[src/rtl/rect_hit_detector_pkg.sv]
// rtl/rect_hit_detector_pkg.sv - shared coordinate/size defaults and packed-field helpers
package rect_hit_detector_pkg;

    localparam int COORD_W_DEF = 10;
    localparam int SIZE_W_DEF  = 6;
    localparam int N_RECT_DEF  = 4;

    // Low bit of channel idx inside a bus packed as idx*width +: width.
    function automatic int field_lo(input int idx, input int width);
        return idx * width;
    endfunction

    function automatic int idx_width(input int n);
        return (n > 1) ? $clog2(n) : 1;
    endfunction

endpackage

[src/rtl/rect_contain_stage.sv]
// rtl/rect_contain_stage.sv - per-rectangle X/Y containment compare, registered (pipeline stage 1)
module rect_contain_stage
    import rect_hit_detector_pkg::*;
#(
    parameter int COORD_W = COORD_W_DEF,
    parameter int SIZE_W  = SIZE_W_DEF
) (
    input  logic               clk,
    input  logic               rst_n,
    input  logic [COORD_W-1:0] pix_x,
    input  logic [COORD_W-1:0] pix_y,
    input  logic [COORD_W-1:0] rect_x,
    input  logic [COORD_W-1:0] rect_y,
    input  logic [SIZE_W-1:0]  rect_w,
    input  logic [SIZE_W-1:0]  rect_h,
    input  logic               rect_en,
    output logic               x_hit,
    output logic               y_hit
);

    logic [COORD_W:0] x_end;
    logic [COORD_W:0] y_end;
    logic             x_in;
    logic             y_in;

    // Far edges carry one extra bit so a rectangle near the right/bottom edge never wraps to 0.
    always_comb begin
        x_end = {1'b0, rect_x} + (COORD_W+1)'(rect_w);
        y_end = {1'b0, rect_y} + (COORD_W+1)'(rect_h);
        x_in  = rect_en && (pix_x >= rect_x) && ({1'b0, pix_x} < x_end);
        y_in  = rect_en && (pix_y >= rect_y) && ({1'b0, pix_y} < y_end);
    end

    always_ff @(posedge clk or negedge rst_n) begin
        if (!rst_n) begin
            x_hit <= 1'b0;
            y_hit <= 1'b0;
        end else begin
            x_hit <= x_in;
            y_hit <= y_in;
        end
    end

endmodule

[src/rtl/rect_hit_detector.sv]
// rtl/rect_hit_detector.sv - two-stage pixel-in-rectangle detector with per-frame player collision summary
module rect_hit_detector
    import rect_hit_detector_pkg::*;
#(
    parameter int COORD_W = COORD_W_DEF,
    parameter int SIZE_W  = SIZE_W_DEF,
    parameter int N_RECT  = N_RECT_DEF
) (
    input  logic                          clk,
    input  logic                          rst_n,
    input  logic                          frame_start,
    input  logic                          pix_valid,
    input  logic [COORD_W-1:0]            pix_x,
    input  logic [COORD_W-1:0]            pix_y,
    input  logic [N_RECT*COORD_W-1:0]     rect_x,
    input  logic [N_RECT*COORD_W-1:0]     rect_y,
    input  logic [N_RECT*SIZE_W-1:0]      rect_w,
    input  logic [N_RECT*SIZE_W-1:0]      rect_h,
    input  logic [N_RECT-1:0]             rect_en,
    output logic                          hit_valid,
    output logic [N_RECT-1:0]             hit_mask,
    output logic                          hit_any,
    output logic [idx_width(N_RECT)-1:0]  hit_idx,
    output logic                          frame_done,
    output logic                          collide_last,
    output logic [N_RECT-1:0]             collide_mask
);

    localparam int IDX_W = idx_width(N_RECT);
    localparam logic [N_RECT-1:0] PLAYER_BIT = N_RECT'(1);

    logic [N_RECT*COORD_W-1:0] sh_x;
    logic [N_RECT*COORD_W-1:0] sh_y;
    logic [N_RECT*SIZE_W-1:0]  sh_w;
    logic [N_RECT*SIZE_W-1:0]  sh_h;
    logic [N_RECT-1:0]         sh_en;

    logic                      valid_s1;
    logic                      fs_s1;
    logic [N_RECT-1:0]         x_hit;
    logic [N_RECT-1:0]         y_hit;

    logic [N_RECT-1:0]         mask_c;
    logic [IDX_W-1:0]          idx_c;
    logic [N_RECT-1:0]         acc;
    logic [N_RECT-1:0]         acc_hit;

    // Geometry is frozen per frame so mid-frame writes never tear a rectangle.
    always_ff @(posedge clk or negedge rst_n) begin
        if (!rst_n) begin
            sh_x  <= '0;
            sh_y  <= '0;
            sh_w  <= '0;
            sh_h  <= '0;
            sh_en <= '0;
        end else if (frame_start) begin
            sh_x  <= rect_x;
            sh_y  <= rect_y;
            sh_w  <= rect_w;
            sh_h  <= rect_h;
            sh_en <= rect_en;
        end
    end

    // The frame_start cycle's pixel is dropped; the frame marker rides along with the pixels.
    always_ff @(posedge clk or negedge rst_n) begin
        if (!rst_n) begin
            valid_s1 <= 1'b0;
            fs_s1    <= 1'b0;
        end else begin
            valid_s1 <= pix_valid && !frame_start;
            fs_s1    <= frame_start;
        end
    end

    for (genvar k = 0; k < N_RECT; k++) begin : g_stage
        rect_contain_stage #(
            .COORD_W (COORD_W),
            .SIZE_W  (SIZE_W)
        ) u_stage (
            .clk     (clk),
            .rst_n   (rst_n),
            .pix_x   (pix_x),
            .pix_y   (pix_y),
            .rect_x  (sh_x[field_lo(k, COORD_W) +: COORD_W]),
            .rect_y  (sh_y[field_lo(k, COORD_W) +: COORD_W]),
            .rect_w  (sh_w[field_lo(k, SIZE_W) +: SIZE_W]),
            .rect_h  (sh_h[field_lo(k, SIZE_W) +: SIZE_W]),
            .rect_en (sh_en[k]),
            .x_hit   (x_hit[k]),
            .y_hit   (y_hit[k])
        );
    end

    always_comb begin
        mask_c = valid_s1 ? (x_hit & y_hit) : '0;
        idx_c  = '0;
        for (int k = N_RECT - 1; k >= 0; k--) begin
            if (mask_c[k]) idx_c = IDX_W'(k);
        end
    end

    always_ff @(posedge clk or negedge rst_n) begin
        if (!rst_n) begin
            hit_valid <= 1'b0;
            hit_mask  <= '0;
            hit_any   <= 1'b0;
            hit_idx   <= '0;
        end else begin
            hit_valid <= valid_s1;
            hit_mask  <= mask_c;
            hit_any   <= |mask_c;
            hit_idx   <= idx_c;
        end
    end

    always_comb begin
        acc_hit = (hit_valid && hit_mask[0]) ? (hit_mask & ~PLAYER_BIT) : '0;
    end

    // On the frame boundary the old total is published and a coincident hit seeds the new frame.
    always_ff @(posedge clk or negedge rst_n) begin
        if (!rst_n) begin
            acc          <= '0;
            frame_done   <= 1'b0;
            collide_last <= 1'b0;
            collide_mask <= '0;
        end else begin
            frame_done <= fs_s1;
            if (fs_s1) begin
                collide_mask <= acc;
                collide_last <= |acc;
                acc          <= acc_hit;
            end else begin
                acc          <= acc | acc_hit;
            end
        end
    end

endmodule

[config.mk]
export PLATFORM = sky130hd
export DESIGN_NAME = rect_hit_detector
export DESIGN_NICKNAME = d
export VERILOG_FILES = /design/src/rtl/rect_hit_detector_pkg.sv /design/src/rtl/rect_contain_stage.sv /design/src/rtl/rect_hit_detector.sv
export SDC_FILE = /design/constraint.sdc
export NUM_CORES = 1
export LEC_CHECK = 0
export CAP_MARGIN = 0
export CORE_MARGIN = 10
export CORE_UTILIZATION = 46
export CTS_BUF_LIST = sky130_fd_sc_hd__clkbuf_4 sky130_fd_sc_hd__clkbuf_8
export CTS_CLUSTER_DIAMETER = 40
export DETAILED_ROUTE_END_ITERATION = 7
export PLACE_DENSITY_LB_ADDON = 0.3
export SETUP_SLACK_MARGIN = 0.1
export SYNTH_ARGS = -nofsm -noshare
export SYNTH_HDL_FRONTEND = slang
export SYNTH_SLANG_ARGS = --single-unit
export TNS_END_PERCENT = 30
[constraint.sdc]
create_clock -name clk -period 5.7 [get_ports clk]
set_input_delay 1.425 -clock clk [delete_from_list [all_inputs] [get_ports clk]]
set_output_delay 1.425 -clock clk [all_outputs]
set_load 0.01 [all_outputs]
After elaboration in Yosys (flattened, before gate mapping)
Index checks and enable logic that the tools add are counted.

Add/subtract/negate cells: 8. Multiply operators: 0. Div/mod/pow operators: 0. Order comparisons: 16. Equality and inequality tests: 0. Shift operators: 0. Multiplexer cells: 7. Bitwise gates (word level): 2. Reductions and logical operators: 21.

Operators with widths (count): adder 10 x 6 -> 11 bit (8); less-than comparator 10 x 11 -> 1 bit (8); >= comparator 10 bit (8); logical AND 1 bit (18); two-way mux 4 bit (3); two-way mux 2 bit (4); OR reduction 4 bit (2); AND 4 bit (1); bitwise OR 4 bit (1); logical NOT 1 bit (1).

Register bits: 160. Bits in latches: 0. RAM bits: 0. ROM bits: 0. Input port bits: 156. Output and inout bits: 14. Logic and storage cells: 77. Memories: 0.

Logic depth before layout (Yosys ltp)
Word-level depth: 6. Mapped depth: 13.

Hierarchy
From an unflattened synthesis, not the netlist that was laid out.

Cell total of the unflattened synthesis: 1078. Area, all modules: 11838.9 um^2.

Modules (own cells, without submodules): rect_hit_detector (times used 1, cells an instance 330, area each 5808.1 um^2, sequential area each 3753.6 um^2); rect_contain_stage (g_stage[1].u_stage) (times used 1, cells an instance 191, area each 1519.0 um^2, sequential area each 50.0 um^2); rect_contain_stage (g_stage[2].u_stage) (times used 1, cells an instance 181, area each 1508.9 um^2, sequential area each 50.0 um^2); rect_contain_stage (g_stage[3].u_stage) (times used 1, cells an instance 185, area each 1502.7 um^2, sequential area each 50.0 um^2); rect_contain_stage (g_stage[0].u_stage) (times used 1, cells an instance 191, area each 1500.2 um^2, sequential area each 50.0 um^2).

Least setup slack after synthesis
OpenSTA, ideal clock, no wires.

Path type: register -> register. Start point: reg sh_x[10]. End point: reg g_stage[1].u_stage.x_hit. Setup time: 66 ps. Arrival: 2886 ps. Data required time: 5634 ps. Setup slack: 2748 ps. Stages on the path, launching flop included: 14. Period minus slack after synthesis: 2952 ps. Cells stage by stage: dfrtp_1 -> ha_1 -> fa_1 -> a211oi_1 -> o21ai_0 -> a21oi_1 -> nor2_1 -> xnor2_1 -> ha_1 -> a211o_1 -> a21oi_1 -> o21ai_0 -> a311oi_1 -> o32a_1.

Cells in the longest elaborated chain, start to end: 3.

RTL lines: start, declared (RTL line rect_hit_detector.sv:32) `logic [N_RECT*COORD_W-1:0] sh_x;`; start signal, assigned (RTL line rect_hit_detector.sv:57) `sh_x <= rect_x;`; adder 10 x 6 -> 11 bit / >= comparator 10 bit (equally long branches) (RTL line rect_contain_stage.sv:28, rect_contain_stage.sv:30); less-than comparator 10 x 11 -> 1 bit / logical AND 1 bit (equally long branches) (RTL line rect_contain_stage.sv:30) `x_in = rect_en && (pix_x >= rect_x) && ({1'b0, pix_x} < x_end);`; logical AND 1 bit (*) (RTL line rect_contain_stage.sv:30); named net g_stage[1].u_stage.x_in (RTL line rect_contain_stage.sv:23) `logic x_in;`; end signal, assigned (RTL line rect_contain_stage.sv:39) `x_hit <= x_in;`; end, declared (RTL line rect_contain_stage.sv:17) `output logic x_hit,`.

The timed path passes the listed nets; every way through them passes the cells marked *. A chain may end at the register's enable or synchronous reset.

Worst setup path in the final report
Ends and elaborated chain as after synthesis.

==> impl_metrics.yaml <==
logic_synthesis:
  synth_area_leader_cell: "dfrtp_1"
  synth-adder-area-share_pct: 23.6
  syn-num-nets: 1509
  synth-seq-cells: 158
  seq_area_frac_synth_pct: 35.0
  ys_types: 48
  synth-edff-count: 0
  async_flop_share_pct: 100
  avgSynthCellArea_um2: 9.86
  syn-instance-count: 1145
  yosysWarnings: 0
  yosys-top-cells-area: "dfrtp_1 (35%), ha_1 (22%), mux2_2 (6.1%)"
  syn_area_mm2: 0.0113
  synth-simple-area-share_pct: 7.95
  synth_xor_area_share_pct: 4.97
  synth_compound_area_share_pct: 17.9
  synth_top_area_share_pct: 35.0
  synthMuxAreaShare_pct: 6.09
  synth_top_family_by_area: "adder cells"
  synth_ff_type: "dfrtp_1"
sta:
  fmaxAchievable_mhz: 299
  rsz0062_at_grt: "false"
  hold_violations: 0
  period_needed_ns: 3.34
  setup_violations: 0
  finClkSkew_ns: 0.00831
  worstMarginPinSlew_ns: 1.07
  fin_tns_setup_ns: 0
  drv_slew: 0
  slew_headroom_pct: 28.6
  period_share_pct: 58.6
route:
  viasPerCell: 5.33
  ant_nets: 0
  drc: 0
  firstDrtPassIters: 5
  vias: 8780
  wl_per_cell_um: 17.1
  wirelength_um: 28100
  dr.first_iter.drc_count: 467
place:
  gp_congestion: 0.807
  dp_hpwl_um: 22000
  portBuffers: 168
clocking:
  cts_resized: 0
  clockBufferDepth: 2
  cts-buffers-inserted: 17
  cts_root_buf: "clkbuf_8"
  post_cts_buffers: 0
  clkLatencyLatePin_ns: 0.46
  cts_tree: "done"
  path_clk_slew_ns: 0.09
  ctsHoldBuffers: 0
  htree_levels: 4
  numClockSinks: 158
die:
  die_y_um: 177
  rows: 57
  ios: 170
  initial_core_util_pct: 46.5
  dieArea_mm2: 0.0312
  core_mm2: 0.0242
  dieWidth_um: 177
run:
  drv_cap: 0
pwr:
  p_leak_nw: 6.49
  cellPowerDensity_mw_per_mm2: 241
  ir_drop_v: 0.000131
  power_mw: 3.30
global_route:
  antenna_found_initial: 0
  grt_max_degree: 151
  grt_pass1_vias: 9140
  grtUsageTotal_pct: 18.1
  grt_pass1_wl_um: 45800
  grt-ovfl-total: 0
final_layout:
  diodes: 0
  nets: 1675
  layout_commonest_cell: "ha_1"
  drive_gt1_share_pct: 7.56
  area_growth_pct: 21.2
  nFillCells: 2167
  final_cell_mix: "ha_1 (200), clkdlybuf4s50_1 (166), dfrtp_1 (158)"
setup_path:
  r2r_cells: 13
  crit_required_ns: 6.09
  worstReg2RegStart: "sh_x[10]"
  arrival_ns: 3.73
  r2r_setup_slack_ns: 2.36
  critPathLaunchType: "flop"
  path_max_fanout: 3
  rr_endpoint: "g_stage[1].u_stage.x_hit"
  startpoint: "sh_x[10]"
  cpPeakStageDelay_ns: 0.43
  critPathCaptureType: "flop"
  crit_path_cell_trace: "ha_1 -> fa_1 -> a211oi_1 -> o21ai_0 -> a21oi_1 -> nor2_1 -> xnor2_1 -> ha_1 -> a211o_1 -> a21oi_1 -> o21ai_0 -> a311oi_1 -> o32a_1"
  crit_type: "reg2reg"
  crit_path_end: "g_stage[1].u_stage.x_hit"
  cpMaxStageDelayCell: "fa_1"
outcome:
  outcome: "finished clean"
worst_hold_path:
  hold_class: "reg2reg"
stage by stage:
step	instance area (um2)	hold slack, ns	cells	setup WS (ns)	util (%)
6_report	13700	0.486	1647	2.36	56.4
5_1_grt	13700	0.501	1647	2.14	56.4
4_1_cts	13700	0.488	1647	2.39	56.4
3_5_place_dp	13300	0.473	1616	2.13	54.8
3_3_place_gp	13300	0.470	1616	2.15	54.8
2_1_floorplan	11300	0.352	1145	2.75	-
logic make-up after synthesis:
logic type               Yosys count
AO/OA/AOI/OAI                    328
adder cells (fa/ha/maj)          208
AND/OR/NAND/NOR                  195
flip-flops                       158
buffers and inverters            130
XOR/XNOR                          64
multiplexers                      61
other                              1
cells in the mapped netlist, types with 2 or more instances:
cell         n
xnor2_1     56
a21o_1      46
nor2_1      12
clkbuf_1    14
nand3_1     16
nand2_1    112
o2111ai_1   10
a41oi_1      2
inv_1      105
nor4_1       3
ha_1       200
fa_1         8
mux2_2      61
a31oi_1     10
a21oi_1     65
a211oi_1    12
nand4_1     11
a32oi_1      3
o21ai_0    135
dfrtp_1    158
nor3_1       5
buf_2        9
nand3b_1     3
xor2_1       8
o32a_1       2
a211o_1     20
and4_1       2
a311oi_1     2
nand2b_1    15
nor2b_1      9
o21a_1      10
a41o_1       3
and3_1       3
worst max-delay path, delay by kind of cell (launching register included):
kind            cells  cell delay, ns
compound gates      8            1.67
fa+ha+maj           3            0.95
simple gates        1            0.09
xor+xnor            1            0.14
flops               1            0.41
area by class of cell:
type / instances / area, um2 / share of cell area [%]
Multi-Input combinational cell: 857 / 6830 / 49.9
Sequential cell: 158 / 3950 / 28.9
Timing Repair Buffer: 172 / 1710 / 12.5
Tap cell: 324 / 405 / 2.96
Inverter: 105 / 394 / 2.88
Clock buffer: 22 / 290 / 2.12
Clock inverter: 9 / 86.3 / 0.631
per-layer routing:
layer | part of all wire, % | track usage (%) | wire [um] | vias to the layer above
met1 | 48 | 23.9 | 13400 | 4159
met3 | 4.3 | 3.33 | 1200 | 28
met5 | 0 | 0 | 0 | -
met2 | 47 | 30.0 | 13100 | 151
li1 | - | - | - | 4442
met4 | 1.3 | 4.38 | 375 | 0
where the power goes:
part / total (mW) / switching, mW / internal [mW]
Combinational: 1.18 / 0.598 / 0.584
Clock: 0.827 / 0.440 / 0.387
Sequential: 1.29 / 0.0736 / 1.22
Total: 3.30 / 1.11 / 2.19
state kept, by name, indices dropped and copies added, names as in the netlist, 2 cells and up:
register,cells
sh_x,40
sh_y,40
sh_h,24
sh_w,24
g_stage.u_stage.x_hit,4
g_stage.u_stage.y_hit,4
hit_mask,4
sh_en,4
acc,3
collide_mask,3
hit_idx,2
how the worst min path moves through the flow:
stage | startpoint | endpoint | slack [ns] | cells past startpoint
5_1_grt | valid_s1 | hit_valid | 0.50 | 0
4_1_cts | valid_s1 | hit_valid | 0.49 | 0
3_5_place_dp | valid_s1 | hit_valid | 0.47 | 0
3_3_place_gp | valid_s1 | hit_valid | 0.47 | 0
6_report | valid_s1 | hit_valid | 0.49 | 0
2_1_floorplan | fs_s1 | frame_done | 0.35 | 0
Power figures use the tool's default switching activity.
==> RTL edit: new RTL, same flow settings <==
Change the package constant `COORD_W_DEF` from 10 to 20.
--- a/src/rtl/rect_hit_detector_pkg.sv
+++ b/src/rtl/rect_hit_detector_pkg.sv
@@ -3,3 +3,3 @@
 
-    localparam int COORD_W_DEF = 10;
+    localparam int COORD_W_DEF = 20;
     localparam int SIZE_W_DEF  = 6;
Ports: changed (resized pix_x, pix_y, rect_x and rect_y); port bits go from 170 to 270. No check against the original RTL was run, so the function may have changed too.
==> RTL edit against the original RTL <==
  * Design area is 74% higher
  * Synthesized cell count grew 86%
  * Sequential cell count is 80 higher
  * Area after synthesis increased by 71%
  * Sequential share of layout area fell by 3.9 points
  * Via count increased by 90%
  * Routed wire length up 110%
  * Die area is 62% higher
  * Total power grew 83%
  * Critical path depth grew 2
  * Worst setup slack got worse by 0.42 ns
  * Worst hold slack improved by 0.011 ns
  * First-iteration DRC count rose by 120%
  * Largest cell class unchanged
  * Highest routed layer is now met5
==> RTL edit: results (changes against the original RTL) <==
<table>
<tr><th>Metric</th><th>Value</th></tr>
<tr><th colspan="2">Clocking</th></tr>
<tr><td>Clock transition at path regs</td><td>0.06 ns (-0.03 ns)</td></tr>
<tr><td>Number of buffers created by CTS</td><td>51 (+34)</td></tr>
<tr><th colspan="2">Global routing</th></tr>
<tr><td>GR Layer Usage met3</td><td>4.94% (+1.6 points)</td></tr>
<tr><td>GR Util met1</td><td>27.4% (+3.5 points)</td></tr>
<tr><th colspan="2">STA</th></tr>
<tr><td>Tightest slew margin relative to the limit</td><td>33.2% (+4.6 points)</td></tr>
<tr><td>Smallest hold slack</td><td>0.496 ns (+0.0108 ns)</td></tr>
<tr><th colspan="2">Status</th></tr>
<tr><td>Outcome</td><td>finished clean</td></tr>
<tr><th colspan="2">Finish</th></tr>
<tr><td>Number of ordinary inverters in the final layout</td><td>186 (+77%)</td></tr>
<tr><td>Non-clock buffer area fraction after layout</td><td>11.7% (-0.82 points)</td></tr>
<tr><td>Fraction of final layout cells sized beyond drive strength 1</td><td>7.54% (-0.020 points)</td></tr>
<tr><td>Nets@finish</td><td>3,038 (+81%)</td></tr>
<tr><td>Multi-Input Combinational</td><td>1,660 (+94%)</td></tr>
<tr><td>Fillcell total</td><td>3,624 (+67%)</td></tr>
<tr><td>Flip-flop and latch share of the layout cell area</td><td>25.1% (-3.9 points)</td></tr>
<tr><td>Biggest registers after layout</td><td>sh_x: 80 flops, sh_y: 80 flops</td></tr>
<tr><th colspan="2">Logic synthesis</th></tr>
<tr><td>Synthesized-area fraction occupied by ao, oa, aoi and oai cells</td><td>16.0% (-1.9 points)</td></tr>
<tr><td>Synth Area in XOR/XNOR</td><td>6.27% (+1.3 points)</td></tr>
<tr><td>Flip-flop and latch count after synthesis</td><td>238 (+51%)</td></tr>
<tr><th colspan="2">Place</th></tr>
<tr><td>Setup slack at placement</td><td>1.69 ns (-0.432 ns)</td></tr>
<tr><td>Post-placement cell area</td><td>22,500 µm² (+69%)</td></tr>
<tr><td>Post-Place Cells</td><td>2,893 (+79%)</td></tr>
<tr><th colspan="2">Route</th></tr>
<tr><td>Met2 layer wire length in the routed design</td><td>29,200 µm (+120%)</td></tr>
<tr><td>Wire length the detailed router placed on met1</td><td>24,900 µm (+85%)</td></tr>
<tr><td>Total via count after detailed routing</td><td>16.7k (+90%)</td></tr>
<tr><th colspan="2">Pwr</th></tr>
<tr><td>Comb power frac</td><td>30.4% (-5.4 points)</td></tr>
<tr><td>Pwr dens</td><td>254 nW/µm² (+5.3%)</td></tr>
<tr><th colspan="2">Hold path</th></tr>
<tr><td>Number of cells traversed by the worst hold path</td><td>1 (+1)</td></tr>
<tr><th colspan="2">Worst setup path</th></tr>
<tr><td>Slack of the worst reg-to-reg path</td><td>1.94 ns (-0.42 ns)</td></tr>
</table>
RTL edit: worst max-delay path, stage by stage, from the launching register on:
cell and delay, ns:
sky130_fd_sc_hd__dfrtp_1 0.36, sky130_fd_sc_hd__ha_1 0.17, sky130_fd_sc_hd__inv_1 0.06, sky130_fd_sc_hd__fa_1 0.40
sky130_fd_sc_hd__nor2b_1 0.13, sky130_fd_sc_hd__o21ai_0 0.12, sky130_fd_sc_hd__a21o_1 0.23, sky130_fd_sc_hd__a21oi_1 0.49
sky130_fd_sc_hd__nand2_1 0.15, sky130_fd_sc_hd__xnor2_1 0.16, sky130_fd_sc_hd__ha_1 0.33, sky130_fd_sc_hd__nand4_1 0.16
sky130_fd_sc_hd__a211oi_1 0.50, sky130_fd_sc_hd__nor4_1 0.11, sky130_fd_sc_hd__o21ai_0 0.19, sky130_fd_sc_hd__a21oi_1 0.09
RTL edit: cells by family after synthesis:
logic type	Yosys count
adder cells (fa/ha/maj)	368
AO/OA/AOI/OAI	518
flip-flops	238
multiplexers	53
AND/OR/NAND/NOR	582
buffers and inverters	232
XOR/XNOR	138
other	1
RTL edit: worst max path at each step:
stage / to / slack (ns) / cells past startpoint
2_1_floorplan: g_stage[1].u_stage.x_hit$_DFF_PN0_ / 2.64 / 17
3_3_place_gp: g_stage[2].u_stage.y_hit$_DFF_PN0_ / 1.74 / 8
3_5_place_dp: g_stage[2].u_stage.y_hit$_DFF_PN0_ / 1.69 / 8
4_1_cts: g_stage[2].u_stage.y_hit$_DFF_PN0_ / 1.99 / 15
5_1_grt: g_stage[2].u_stage.y_hit$_DFF_PN0_ / 1.65 / 15
6_report: g_stage[2].u_stage.y_hit$_DFF_PN0_ / 1.94 / 15
